===== config.mk =====
export PLATFORM = sky130hd
export DESIGN_NAME = gbf_in_fetcher
export DESIGN_NICKNAME = d
export VERILOG_FILES = /design/src/rtl/gbf_in_fetcher_pkg.sv /design/src/rtl/gbf_in_fetcher_out_reg.sv /design/src/rtl/gbf_in_fetcher.sv
export SDC_FILE = /design/constraint.sdc
export NUM_CORES = 1
export LEC_CHECK = 0
export CAP_MARGIN = 40
export CORE_MARGIN = 2
export CORE_UTILIZATION = 35
export CTS_CLUSTER_SIZE = 14
export DETAILED_ROUTE_END_ITERATION = 16
export PLACE_DENSITY = 0.67
export SLEW_MARGIN = 10
export SYNTH_ARGS = -nofsm -noshare
export SYNTH_HDL_FRONTEND = slang
export SYNTH_HIERARCHICAL = 1
export SYNTH_SLANG_ARGS = --single-unit

===== constraint.sdc =====
create_clock -name clk -period 5.6 [get_ports clk]
set_input_delay 0.56 -clock clk [delete_from_list [all_inputs] [get_ports clk]]
set_output_delay 0.56 -clock clk [all_outputs]
set_load 0.02 [all_outputs]

===== src/rtl/gbf_in_fetcher_pkg.sv =====
// Shared constants, FSM state type and the wrapping address helper for the
// GBF_in read-side fetcher.
package gbf_pkg;

    localparam int WIDTH  = 32;
    localparam int HEIGHT = 48;
    localparam int AW     = $clog2(HEIGHT);
    localparam int NLANE  = 4;

    typedef enum logic [1:0] {
        ST_IDLE  = 2'd0,
        ST_FETCH = 2'd1,
        ST_DRAIN = 2'd2
    } state_t;

    // (a + inc) mod HEIGHT by a single compare-and-subtract.
    // The result is only correct for a < HEIGHT and inc <= HEIGHT.
    function automatic logic [AW-1:0] wrap_add(input logic [AW-1:0] a,
                                               input logic [AW:0]   inc);
        logic [AW:0] sum;
        sum = {1'b0, a} + inc;
        if (sum >= (AW+1)'(HEIGHT))
            sum = sum - (AW+1)'(HEIGHT);
        return sum[AW-1:0];
    endfunction

endpackage


===== src/rtl/gbf_in_fetcher_out_reg.sv =====
// Valid/ready output register for fetched groups. It holds its data while
// stalled and drops valid on a handshake when no new group is loaded.
module gbf_out_reg
    import gbf_pkg::*;
(
    input  logic                   clk,
    input  logic                   rst,
    input  logic                   load,
    input  logic [NLANE*WIDTH-1:0] data,
    input  logic                   last,
    input  logic                   out_ready,
    output logic                   out_valid,
    output logic [NLANE*WIDTH-1:0] out_data,
    output logic                   out_last
);

    always_ff @(posedge clk) begin
        if (rst) begin
            out_valid <= 1'b0;
            out_data  <= '0;
            out_last  <= 1'b0;
        end else if (load) begin
            out_valid <= 1'b1;
            out_data  <= data;
            out_last  <= last;
        end else if (out_ready) begin
            out_valid <= 1'b0;
        end
    end

endmodule


===== src/rtl/gbf_in_fetcher.sv =====
// Sequences bursts of 4-word groups out of the quad-port GBF_in and streams
// them downstream over a valid/ready handshake.
//
//   state    | meaning
//   ---------+-----------------------------------------------------------
//   ST_IDLE  | waiting for start; all read addresses are 0
//   ST_FETCH | drives cur..cur+3 and loads a group whenever the reg is free
//   ST_DRAIN | last group loaded; waiting for its handshake
module gbf_in_fetcher
    import gbf_pkg::*;
#(
    parameter int GW = 8
) (
    input  logic                   clk,
    input  logic                   rst,
    input  logic                   start,
    input  logic [AW-1:0]          base_addr,
    input  logic [GW-1:0]          num_groups,
    output logic [AW-1:0]          addr_a,
    output logic [AW-1:0]          addr_b,
    output logic [AW-1:0]          addr_c,
    output logic [AW-1:0]          addr_d,
    input  logic [WIDTH-1:0]       q_a,
    input  logic [WIDTH-1:0]       q_b,
    input  logic [WIDTH-1:0]       q_c,
    input  logic [WIDTH-1:0]       q_d,
    output logic [NLANE*WIDTH-1:0] out_data,
    output logic                   out_valid,
    input  logic                   out_ready,
    output logic                   out_last,
    output logic                   busy,
    output logic                   done,
    output logic                   err
);

    state_t        state, state_nxt;
    logic [AW-1:0] cur;
    logic [GW-1:0] rem;
    logic          load, accept, zero_req, bad_req, last_hs;
    logic [AW-1:0] lane_addr [NLANE];

    always_comb begin
        state_nxt = state;
        load      = 1'b0;
        accept    = 1'b0;
        zero_req  = 1'b0;
        bad_req   = 1'b0;
        last_hs   = 1'b0;
        case (state)
            ST_IDLE: begin
                if (start) begin
                    if ({1'b0, base_addr} >= (AW+1)'(HEIGHT)) begin
                        bad_req = 1'b1;
                    end else if (num_groups == '0) begin
                        zero_req = 1'b1;
                    end else begin
                        accept    = 1'b1;
                        state_nxt = ST_FETCH;
                    end
                end
            end
            ST_FETCH: begin
                load = !out_valid || out_ready;
                if (load && rem == GW'(1))
                    state_nxt = ST_DRAIN;
            end
            ST_DRAIN: begin
                if (out_valid && out_ready) begin
                    last_hs   = 1'b1;
                    state_nxt = ST_IDLE;
                end
            end
            default: state_nxt = ST_IDLE;
        endcase
    end

    always_ff @(posedge clk) begin
        if (rst) begin
            state <= ST_IDLE;
            cur   <= '0;
            rem   <= '0;
            done  <= 1'b0;
            err   <= 1'b0;
        end else begin
            state <= state_nxt;
            done  <= zero_req || last_hs;
            err   <= bad_req;
            if (accept) begin
                cur <= base_addr;
                rem <= num_groups;
            end else if (load) begin
                cur <= wrap_add(cur, (AW+1)'(NLANE));
                rem <= rem - GW'(1);
            end
        end
    end

    // Addresses come straight from cur, so a stalled fetch keeps them frozen.
    always_comb begin
        for (int i = 0; i < NLANE; i++) begin
            lane_addr[i] = '0;
            if (state == ST_FETCH)
                lane_addr[i] = wrap_add(cur, (AW+1)'(i));
        end
    end

    assign addr_a = lane_addr[0];
    assign addr_b = lane_addr[1];
    assign addr_c = lane_addr[2];
    assign addr_d = lane_addr[3];
    assign busy   = (state != ST_IDLE);

    gbf_out_reg u_out_reg (
        .clk       (clk),
        .rst       (rst),
        .load      (load),
        .data      ({q_d, q_c, q_b, q_a}),
        .last      (rem == GW'(1)),
        .out_ready (out_ready),
        .out_valid (out_valid),
        .out_data  (out_data),
        .out_last  (out_last)
    );

endmodule


After elaboration in Yosys (flattened, before gate mapping)
Cells that the tools add are included.
{"block": "totals", "ff_bits": 148, "latchBits": 0, "ram_bits": 0, "mem_bits_ro": 0, "output_inout_bits": 157, "elab_cells": 79, "memories": 0}
{"block": "op_classes", "add_sub_neg": 10, "mul": 0, "div_mod_pow": 0, "magnitude_cmp": 6, "n_eq_ne": 8, "shift": 0, "muxes": 33, "n_bitwise": 2, "reduce_logical": 12}
{"cell": "6-bit 2-to-1 mux", "count": 11}
{"cell": "6-bit subtractor, second input constant", "count": 5}
{"cell": "7-bit by 6-bit >= comparator with 1-bit output, second input constant", "count": 4}
{"cell": "8-bit 2-to-1 mux", "count": 2}
{"cell": "6-bit by 2-bit adder with 7-bit output, second input constant", "count": 2}
{"cell": "1-bit 2-to-1 mux", "count": 14}
{"cell": "6-bit >= comparator, second input constant", "count": 2}
{"cell": "2-bit 2-to-1 mux", "count": 5}
{"cell": "2-bit inequality test, second input constant", "count": 5}
{"cell": "8-bit by 1-bit equality test with 1-bit output, second input constant", "count": 1}
{"cell": "8-bit logical NOT", "count": 1}
{"cell": "8-bit by 1-bit subtractor with 8-bit output, second input constant", "count": 1}
{"cell": "6-bit by 1-bit adder with 7-bit output, second input constant", "count": 1}
{"cell": "6-bit by 3-bit adder with 7-bit output, second input constant", "count": 1}
{"cell": "2-bit case mux with 3 select lines", "count": 1}
{"cell": "2-bit nonzero test", "count": 3}
{"cell": "5-bit AND reduction", "count": 1}
{"cell": "3-bit OR reduction", "count": 1}
{"cell": "2-bit by 1-bit equality test with 1-bit output, second input constant", "count": 1}
{"cell": "2-bit equality test, second input constant", "count": 1}
{"cell": "1-bit logical AND", "count": 2}
{"cell": "2-bit logical NOT", "count": 1}
{"cell": "1-bit logical OR", "count": 2}
{"cell": "1-bit inverter", "count": 2}
{"cell": "1-bit logical NOT", "count": 1}

Depth between registers and ports, before layout
Gate-level depths: netlist (run 1).
{"block": "logic_depth", "depth_word": 6, "mapped_depth": 11, "mapped_depth_nobuf": 10}

Cells and area by module
Netlist (run 1), hierarchy kept.
{"mod": "gbf_out_reg", "n_inst": 1, "cells_each": 420, "area_each_um2": 4692.0, "seq_area_each_um2": 2602.5}
{"mod": "gbf_in_fetcher", "n_inst": 1, "cells_each": 236, "area_each_um2": 1705.4, "seq_area_each_um2": 360.3}

Worst setup path before layout (run 1)
Ideal clock, no wire load.
{"block": "synth_timing", "path_type": "reg2out", "startpoint": "reg cur[1]", "endpoint": "out addr_d[5]", "arrival_ns": 2.543, "slack_ns": 2.497, "stages_incl_launch_ff": 12, "n_path_buf": 1, "cell_sequence": "dfxtp_1 clkbuf_1 inv_1 ha_1 a21oi_1 nor2_1 xnor2_1 inv_1 ha_1 a41oi_1 a21oi_1 a211oi_1"}
{"block": "synth_via", "elab_chain_cells": 4}
{"element": "from (decl)", "line": "gbf_in_fetcher.sv:37", "text": "logic [AW-1:0] cur;"}
{"element": "from (signal assigned)", "line": "gbf_in_fetcher.sv:89", "text": "cur <= base_addr;"}
{"element": "from (signal assigned)", "line": "gbf_in_fetcher.sv:92", "text": "cur <= wrap_add(cur, (AW+1)'(NLANE));"}
{"element": "6-bit by 2-bit adder with 7-bit output *", "line": "gbf_in_fetcher_pkg.sv:21", "text": "sum = {1'b0, a} + inc;"}
{"element": "6-bit subtractor or 7-bit by 6-bit >= comparator with 1-bit output (tied branches)", "line": "gbf_in_fetcher_pkg.sv:23, gbf_in_fetcher_pkg.sv:22"}
{"element": "6-bit 2-to-1 mux *", "line": "gbf_in_fetcher_pkg.sv:22", "text": "if (sum >= (AW+1)'(HEIGHT))"}
{"element": "6-bit 2-to-1 mux *", "line": "gbf_in_fetcher.sv:102", "text": "if (state == ST_FETCH)"}
{"element": "to (decl)", "line": "gbf_in_fetcher.sv:22", "text": "output logic [AW-1:0] addr_d,"}
Mark *: on every way between the ends. The rest lies on a longest branch, timed or not.

Worst setup path after layout (run 1)
{"block": "layout_timing", "startpoint": "reg cur[2]", "endpoint": "out addr_b[4]"}
{"block": "layout_via", "elab_chain_cells": 4}
{"element": "6-bit by 1-bit adder with 7-bit output *", "line": "gbf_in_fetcher_pkg.sv:21"}
{"element": "6-bit subtractor or 7-bit by 6-bit >= comparator with 1-bit output (tied branches)", "line": "gbf_in_fetcher_pkg.sv:23, gbf_in_fetcher_pkg.sv:22"}
{"element": "6-bit 2-to-1 mux *", "line": "gbf_in_fetcher_pkg.sv:22"}
{"element": "6-bit 2-to-1 mux *", "line": "gbf_in_fetcher.sv:102"}
{"element": "to (decl)", "line": "gbf_in_fetcher.sv:20", "text": "output logic [AW-1:0] addr_b,"}
Marked as above.

==> key figures, run 1 <==
Global route
  – Total grt overflow: 0
  – First-pass GRT wire length: 28.6 mm
  – Total GRT Usage: 18.3%
  – Largest net degree at the start of global routing: 69
  – Initial antenna violation count: 0
  – Vias in the first global route: 5196

Critical path
  – Top delay family on crit path: adder cells
  – WP data arrival: 3.77 ns
  – CP bufs+invs: 2
  – Crit start category: flip-flop
  – Setup crit end kind: output pin
  – Reg-to-reg slack, setup: 2.94 ns
  – CP max FO: 18
  – Largest stage delay, worst path: 0.70 ns
  – CP max stage cell: dfxtp_1
  – CP required: 5.04 ns
  – Critical path cell sequence: ha_1 -> nand2_1 -> xor2_1 -> inv_1 -> ha_1 -> nand2_1 -> nor3_1 -> nand3_1 -> a31o_1 -> a31oi_1 -> clkdlybuf4s50_1
  – WS Path Type: reg2out

STA
  – Least-Margin Pin Slew: 0.832 ns
  – Setup ws final: 1.27 ns
  – Clock Skews: 0.00778 ns
  – Peak Freq: 231 MHz
  – Setup Viol. Count Final: 0
  – Min cycle time layout: 4.33 ns
  – Final hold viol count: 0
  – Setup TNS: 0 ns
  – RSZ-0062 raised after global routing: false
  – Slew Limit Fails: 0
  – Slew headroom: 44.5%
  – Final period utilization: 77.4%
  – Final hold slack: 0.464 ns

Yosys
  – Mapped Nets: 814
  – Multiplexer share of the synthesized area: 20.2%
  – Ys async rst share: 0%
  – Yosys warnings: 6
  – Yosys cell types: 56
  – Post-synth EDFFs: 0
  – Combinational family with the most area after synthesis: multiplexers
  – Xor/xnor cell area share of the yosys netlist: 1.64%
  – Post-synthesis compound-gate area fraction: 6.59%
  – Mapped Avg Cell Area: 9.75 um2
  – Post-synthesis sequential area ratio: 46.3%
  – Synth Flop Type: dfxtp_1
  – Post-Synth Simple-Gate Area: 15.9%
  – Post-synthesis register bit count: 148
  – Syn Inst Count: 656
  – Post-synth top area cell: dfxtp_1
  – Synth Area in Adders: 2.35%
  – Synth top area share: 46.3%
  – Synth Cell Area: 6400 um2
  – Top cells by area, synth: dfxtp_1, mux2i_1, nor2_1

Power
  – Sw frac: 27.5%
  – Int Power: 2180 uW
  – P per Cell Area: 302 nW/um2
  – Sequential fraction of design power: 39.4%
  – Leak pwr: 0.00373 uW
  – Max VDD drop: 195 uV
  – Combinational share of power: 22.3%
  – Psw: 830 uW
  – Clk pwr share: 38.3%

Run status
  – Status: finished clean

Final layout
  – N_diodes: 0
  – Most frequent cells in the layout: clkdlybuf4s50_1, nor2_1, dfxtp_1
  – Layout area overhead: 56.0%
  – Final core occ: 55.6%
  – Most common cell after layout, fill and taps aside: clkdlybuf4s50_1
  – Share of cells above drive strength 1: 4.55%
  – Final Cell Area: 9980 um2
  – Fin nets: 1091

Clock tree
  – H-tree depth: 4
  – Hold_buf cts: 0
  – Skew-Pair Late Insertion Delay: 0.41 ns
  – CTS Buffer Depth: 2
  – CTS tree: yes
  – CTS clk-pin slew, worst paths: 0.06 ns
  – Num CTS Buffers: 17
  – Clock sinks: 148
  – Clock Tree Root: clkbuf_16
  – CTS resizes: 0
  – Postcts setup bufs: 0

Routing
  – Via count: 5587
  – DR top layer: met4
  – DR pass1 iterations: 4
  – Routed metal-1 wire length: 8.16 mm
  – WL met2: 8.53 mm
  – DR WL met3: 1.32 mm
  – Via/cell ratio: 4.75
  – Post-DRT Antenna Nets: 0
  – DRC errors left: 0
  – Initial DRC count: 252
  – Final wirelength: 18.4 mm
  – WL/cell: 15.6 um

Die
  – Die width: 139 um
  – Total die area: 19400 um2
  – Die Y: 139 um
  – Core region area: 18000 um2
  – # rows: 49
  – Io pins: 303
  – Initial Util: 35.6%

Place
  – Setup slack at placement: 1.69 ns
  – Post-DP HPWL: 13.2 mm
  – IO buf count: 302
  – RePlAce Congestion: 0.830
  – Post-DP Area: 9390 um2

Min path
  – Class of the worst hold path: reg2reg

Run
  – Max Cap Violations: 0
routing by layer:
metal / vias to the layer above / GRT usage [%]
met2: 224 / 29.5
li1: 2764 / -
met1: 2574 / 23.5
met3: 25 / 5.63
met5: - / 0
met4: 0 / 6.22
cell usage after synthesis (6+ instances only):
cell type,instances
ha_1,12
dfxtp_1,148
xor2_1,6
nand3_1,13
xnor2_1,6
a21oi_1,23
nand2_1,25
nor2_1,154
nor3_1,6
buf_2,8
inv_1,13
and2_1,6
mux2i_1,129
clkbuf_1,20
buf_12,10
buf_4,7
flip-flops by register name, indices dropped and copies added, names as in the netlist:
register and count:
err 1, rem 8, u_out_reg/out_last 1, u_out_reg/out_valid 1, state 2, cur 6
done 1, u_out_reg/out_data 128
worst paths after layout:
kind	startpoint	endpoint	cells past startpoint
worst max-delay path	cur[2]	addr_b[4]	11
worst min-delay path	rem[5]	rem[5]	2
worst max register to register	cur[2]	cur[5]	8
worst min register to register	rem[5]	rem[5]	2
power by group through the flow:
stage | clock network (uW) | registers (uW) | logic, uW
2_1_floorplan | 0 | 1280 | 325
3_3_place_gp | 0 | 1210 | 668
3_5_place_dp | 0 | 1210 | 673
4_1_cts | 1190 | 1190 | 676
5_1_grt | 1240 | 1200 | 720
6_report | 1150 | 1190 | 671
through the flow:
stage	std cells	power, uW
global route	1175	3160
CTS	1175	3050
floorplan	656	1600
finish	1175	3010
global placement	1141	1880
detailed placement	1143	1880
tightest hold or removal path: stages, from the launching register on:
cell	delay, ns
dfxtp_1	0.31
nand2_1	0.05
a21oi_1	0.05
logic make-up after synthesis:
| family | Yosys count |
|---|---|
| AOI/OAI and AO/OA | 62 |
| buffers and inverters | 61 |
| muxes | 129 |
| xor gates and xnor gates | 12 |
| adders and majority gates | 12 |
| DFF | 148 |
| and+or+nand+nor | 232 |
area by class of cell:
class	count	area (um2)
Clock buffer	21	440
Inverter	13	53.8
Sequential cell	148	2960
Multi-Input combinational cell	447	2990
Clock inverter	11	153
Fill cell	1600	7980
Tap cell	229	287
Timing Repair Buffer	306	3100
Power figures use the tool's default switching activity.
==> run 2: changes to the inputs <==
Clock period 5.6 ns to 4.55 ns, I/O delays scaled along.
==> key figures, run 2 (synthesized netlist as in run 1, its figures left out) <==
Run status
  – Status: finished clean

STA
  – Peak Freq: 238 MHz
  – Setup Viol. Count Final: 0 (unchanged)
  – Final period utilization: 92.4%
  – Min cycle time layout: 4.21 ns
  – Setup TNS: 0 ns (unchanged)
  – RSZ-0062 raised after global routing: false
  – Least-Margin Pin Slew: 0.846 ns (+0.0135 ns)
  – Clock Skews: 0.00970 ns (+0.00192 ns)
  – Slew Limit Fails: 0 (unchanged)
  – Slew headroom: 43.6% (-0.90 points)
  – Final hold viol count: 0 (unchanged)

Final layout
  – Sequential Area: 2960 um2 (unchanged)
  – Final core occ: 55.6% (+0.090 points)
  – Fillers: 1674 (+4.6%)
  – Leading registers by flop count: u_out_reg/out_data x128, rem x8, cur x6
  – Share of cells above drive strength 1: 5.37% (+0.83 points)
  – Max reg flops: 128 (unchanged)
  – Fin nets: 1094 (+0.27%)
  – Area of the multi-input gates: 2990 um2 (about the same)
  – Biggest register: u_out_reg/out_data
  – N_diodes: 0 (unchanged)
  – Most frequent cells in the layout: clkdlybuf4s50_1, nor2_1, dfxtp_1
  – Layout area overhead: 56.2%
  – Most common cell after layout, fill and taps aside: clkdlybuf4s50_1

Clock tree
  – Skew-Pair Late Insertion Delay: 0.41 ns (about the same)
  – CTS clk-pin slew, worst paths: 0.07 ns (about the same)
  – CTS Buffer Depth: 2 (unchanged)
  – CTS resizes: 0 (unchanged)
  – Clock Tree Root: clkbuf_16
  – Clock sinks: 148 (unchanged)
  – Num CTS Buffers: 17 (unchanged)
  – H-tree depth: 4 (unchanged)
  – CTS tree: yes
  – Postcts setup bufs: 0 (unchanged)
  – Hold_buf cts: 0 (unchanged)

Routing
  – Post-DRT Antenna Nets: 0 (unchanged)
  – Via/cell ratio: 4.76 (+0.14%)
  – Via count: 5609 (+0.39%)
  – DR pass1 iterations: 4 (unchanged)
  – DRC errors left: 0 (unchanged)
  – Initial DRC count: 238 (-5.6%)
  – Final wirelength: 18.5 mm (+0.50%)
  – WL/cell: 15.7 um (+0.24%)

Die
  – Die Y: 139 um (unchanged)
  – Core region area: 18000 um2 (unchanged)
  – # rows: 49 (unchanged)
  – Die width: 139 um (unchanged)
  – Total die area: 19400 um2 (unchanged)
  – Io pins: 303 (unchanged)
  – Initial Util: 35.6% (unchanged)

Critical path
  – Setup crit end kind: output pin
  – Crit start category: flip-flop
  – CP max FO: 18 (unchanged)
  – Largest stage delay, worst path: 0.71 ns (about the same)
  – Cell mode on critical path: ha_1
  – CP required: 4.09 ns (-0.95 ns)
  – Critical path cell sequence: ha_1 -> nand4_1 -> xnor2_1 -> ha_1 -> nand2_1 -> nor3_1 -> nand3_1 -> a31o_1 -> a31oi_1 -> clkdlybuf4s50_1
  – WP data arrival: 3.75 ns (-0.02 ns)
  – WS Path Type: reg2out
  – CP max stage cell: dfxtp_1
  – Reg-to-reg slack, setup: 2.01 ns (-0.93 ns)

Global route
  – Initial antenna violation count: 0 (unchanged)
  – Total grt overflow: 0 (unchanged)
  – First-pass GRT wire length: 29.4 mm (+2.7%)
  – Total GRT Usage: 18.9% (+0.54 points)
  – Largest net degree at the start of global routing: 74 (+7.2%)
  – Vias in the first global route: 5406 (+4.0%)

Min path
  – Class of the worst hold path: reg2reg

Power
  – Max VDD drop: 244 uV (+25%)
  – Leak pwr: 0.00375 uW (+0.70%)
  – P per Cell Area: 376 nW/um2 (+25%)

Place
  – IO buf count: 302 (unchanged)
  – Post-DP HPWL: 13.5 mm (+2.7%)
  – RePlAce Congestion: 0.814 (-2.0%)

Run
  – Max Cap Violations: 0 (unchanged)
==> run 2: changes by cell type in the layout (fill, tap and decap cells not counted), moves of 2 or more <==
cell,delta
buf_4,+5
clkbuf_1,-4
inv_6,+3
clkinvlp_4,-2
inv_8,+2
==> run 2: power by group <==
group / internal [uW] / switching [uW]
logic: 428 / 398
clock network: 879 / 594
registers: 1390 / 70.1
total: 2700 / 1060
==> run 2: final timing paths <==
| check | from | to | cells past startpoint |
|---|---|---|---|
| hold / removal | rem[6] | rem[6] | 2 |
| hold reg to reg | rem[6] | rem[6] | 2 |
| setup reg to reg | cur[2] | cur[5] | 8 |
| setup / recovery | cur[2] | addr_b[4] | 10 |
==> run 2: cell type report <==
| class | instances | share of cell area [%] |
|---|---|---|
| clock buffer | 17 | 4.26 |
| clock inverter | 15 | 1.92 |
| inverter | 13 | 0.538 |
| multi-input combinational | 447 | 29.9 |
| sequential | 148 | 29.6 |
| tap | 229 | 2.87 |
| timing repair buffer | 309 | 30.9 |
==> run 2: metrics by stage <==
step / setup WS [ns] / power [uW] / std cells / area, um2 / hold slack (ns)
floorplan: 1.55 / 1970 / 656 / 6400 / 0.432
global route: 0.0594 / 3930 / 1178 / 10000 / 0.484
detailed placement: 0.735 / 2320 / 1146 / 9380 / 0.452
finish: 0.345 / 3760 / 1178 / 10000 / 0.460
CTS: 0.276 / 3810 / 1178 / 9990 / 0.459
global placement: 0.828 / 2310 / 1146 / 9380 / 0.448
==> run 2: worst max-delay path: cells and delay by family, from the launching register on <==
family / cells / cell delay, ns
adder cells (fa/ha/maj): 2 / 0.62
buffers and inverters: 1 / 0.64
AO/OA/AOI/OAI: 2 / 0.38
AND/OR/NAND/NOR: 4 / 0.67
flip-flops: 1 / 0.71
XOR/XNOR: 1 / 0.33
==> run 2: routing by layer <==
layer | vias up | wire length, um | track usage, %
met2 | 207 | 8650 | 31.3
li1 | 2784 | - | -
met1 | 2595 | 8190 | 23.5
met5 | - | 0 | 0
met4 | 0 | 321 | 6.17
met3 | 23 | 1300 | 5.70
==> run 3: changes to the inputs <==
Settings changed: CORE_UTILIZATION 35 to 41, PLACE_DENSITY 0.67 to 0.77, SLEW_MARGIN 10 to 20.
==> key figures, run 3 (synthesized netlist as in run 1, its figures left out) <==
Critical path
  – R2R depth: 8 (unchanged)
  – Worst Setup SP: cur[2]
  – WP data arrival: 3.81 ns (+0.06 ns)
  – CP required: 4.09 ns (about the same)
  – CP max stage cell: dfxtp_1
  – Largest stage delay, worst path: 0.70 ns (about the same)
  – Critical path cell sequence: ha_1 -> nand2_1 -> xor2_1 -> inv_1 -> ha_1 -> nand2_1 -> nor3_1 -> nand3_1 -> a31o_1 -> a31oi_1 -> clkdlybuf4s50_1
  – Crit start category: flip-flop
  – Worst reg2reg path endpoint: cur[5]
  – Crit Reg-Reg Startpoint: cur[2]
  – Setup crit end kind: output pin
  – WS Path Type: reg2out
  – Reg-to-reg slack, setup: 1.84 ns (-0.17 ns)
  – CP max FO: 18 (unchanged)

Final layout
  – Leading registers by flop count: u_out_reg/out_data x128, rem x8, cur x6
  – Max reg flops: 128 (unchanged)
  – N_diodes: 0 (unchanged)
  – Layout area overhead: 55.9%
  – Most frequent cells in the layout: clkdlybuf4s50_1, nor2_1, dfxtp_1
  – Share of cells above drive strength 1: 5.16% (-0.21 points)
  – Most common cell after layout, fill and taps aside: clkdlybuf4s50_1
  – Biggest register: u_out_reg/out_data
  – Fin nets: 1095 (+0.091%)

STA
  – Setup Viol. Count Final: 0 (unchanged)
  – Setup ws final: 0.288 ns (-0.0569 ns)
  – Final period utilization: 93.7% (+1.3 points)
  – Setup TNS: 0 ns (unchanged)
  – Slew Limit Fails: 0 (unchanged)
  – RSZ-0062 raised after global routing: false
  – Clock Skews: 0.00811 ns (-0.00159 ns)
  – Min cycle time layout: 4.26 ns (+0.0569 ns)
  – Final hold viol count: 0 (unchanged)
  – Peak Freq: 235 MHz (-1.3%)
  – Least-Margin Pin Slew: 0.804 ns (-0.0422 ns)
  – Slew headroom: 45.0% (+1.4 points)

Place
  – Setup slack at placement: 0.745 ns (+0.00944 ns)
  – Post-DP HPWL: 13.3 mm (-1.6%)
  – RePlAce Congestion: 0.836 (+2.7%)
  – IO buf count: 302 (unchanged)

Routing
  – Final wirelength: 18.3 mm (-0.74%)
  – Via/cell ratio: 4.96 (+4.3%)
  – WL/cell: 16.1 um (+2.8%)
  – Initial DRC count: 289 (+21%)
  – DR pass1 iterations: 6 (+2)
  – DRC errors left: 0 (unchanged)
  – Via count: 5644 (+0.62%)
  – Post-DRT Antenna Nets: 0 (unchanged)

Global route
  – Largest net degree at the start of global routing: 69 (-6.8%)
  – Total grt overflow: 0 (unchanged)
  – Vias in the first global route: 5238 (-3.1%)
  – Total GRT Usage: 21.5% (+2.6 points)
  – First-pass GRT wire length: 27.7 mm (-5.8%)
  – Initial antenna violation count: 0 (unchanged)

Clock tree
  – Skew-Pair Late Insertion Delay: 0.42 ns (about the same)
  – Clock sinks: 148 (unchanged)
  – Num CTS Buffers: 17 (unchanged)
  – Postcts setup bufs: 0 (unchanged)
  – Clock Tree Root: clkbuf_16
  – CTS Buffer Depth: 2 (unchanged)
  – H-tree depth: 4 (unchanged)
  – CTS clk-pin slew, worst paths: 0.07 ns (about the same)
  – CTS tree: yes
  – Hold_buf cts: 0 (unchanged)
  – CTS resizes: 0 (unchanged)

Min path
  – Hold Crit Endpoint: rem[5]
  – Class of the worst hold path: reg2reg
  – Hold Startpoint: rem[5]
  – Worst Hold Depth: 2 (unchanged)

Die
  – Die Y: 129 um (-7.4%)
  – Io pins: 303 (unchanged)
  – Die width: 129 um (-7.4%)
  – # rows: 45 (-8.2%)
  – Total die area: 16600 um2 (-14%)
  – Core region area: 15200 um2 (-15%)
  – Initial Util: 42.1% (+6.5 points)

Power
  – Combinational share of power: 21.9% (about the same)
  – Sequential fraction of design power: 38.3% (-0.6 points)
  – Psw: 1020 uW (-4.1%)
  – Sw frac: 26.8% (-1.4 points)
  – Max VDD drop: 243 uV (-0.70%)
  – Clk pwr share: 39.8% (+0.6 points)
  – Pwr Total: 3800 uW (+1.1%)
  – Leak pwr: 0.00377 uW (+0.30%)
  – P per Cell Area: 381 nW/um2 (+1.4%)
  – Int Power: 2790 uW (+3.2%)

Run status
  – Status: finished clean

Run
  – Max Cap Violations: 0 (unchanged)
run 3: changes by cell type in the layout (fill, tap and decap cells not counted), moves of 2 or more:
cell and delta:
clkbuf_8 +3, clkinv_2 -2, inv_6 -3, inv_8 -2
run 3: metal layers:
layer | part of all wire, % | vias up | GRT usage [%]
met5 | 0 | - | 0
met4 | 2.5 | 0 | 8.70
met3 | 8.0 | 30 | 7.07
met2 | 48 | 225 | 35.9
met1 | 41 | 2603 | 25.5
li1 | - | 2786 | -
run 3: final cells by class:
type | instances | area [um2]
multi-input combinational | 447 | 2990
inverter | 13 | 53.8
clock buffer | 21 | 470
sequential | 148 | 2960
clock inverter | 10 | 170
timing repair buffer | 310 | 3090
fill | 1245 | 5230
tap | 188 | 235
run 3: power groups by stage:
stage | sequential, uW | combinational (uW) | clock (uW)
2_1_floorplan | 1570 | 400 | 0
3_3_place_gp | 1480 | 829 | 0
3_5_place_dp | 1480 | 833 | 0
4_1_cts | 1460 | 839 | 1550
5_1_grt | 1470 | 896 | 1590
6_report | 1460 | 832 | 1520
run 3: how the worst max path moves through the flow:
stage | to | slack, ns
2_1_floorplan | addr_d[5] | 1.55
3_3_place_gp | addr_b[4] | 0.85
3_5_place_dp | addr_b[4] | 0.74
4_1_cts | addr_b[4] | 0.29
5_1_grt | addr_d[5] | 0.03
6_report | addr_b[4] | 0.29
run 3: critical path, delay by kind of cell (launching register included):
| family | cells | cell delay [ns] |
|---|---|---|
| AOI/OAI and AO/OA | 2 | 0.39 |
| xor gates and xnor gates | 1 | 0.19 |
| adders and majority gates | 2 | 0.76 |
| buffers and inverters | 2 | 0.71 |
| DFF | 1 | 0.70 |
| and+or+nand+nor | 4 | 0.64 |
run 3: metrics by stage:
step,instance area [um2],util (%),hold WS [ns],cells
6_report,9970,65.6,0.467,1137
5_1_grt,9970,65.6,0.493,1137
4_1_cts,9970,65.6,0.468,1137
3_5_place_dp,9330,61.4,0.459,1106
3_3_place_gp,9330,61.4,0.449,1106
2_1_floorplan,6400,-,0.432,656
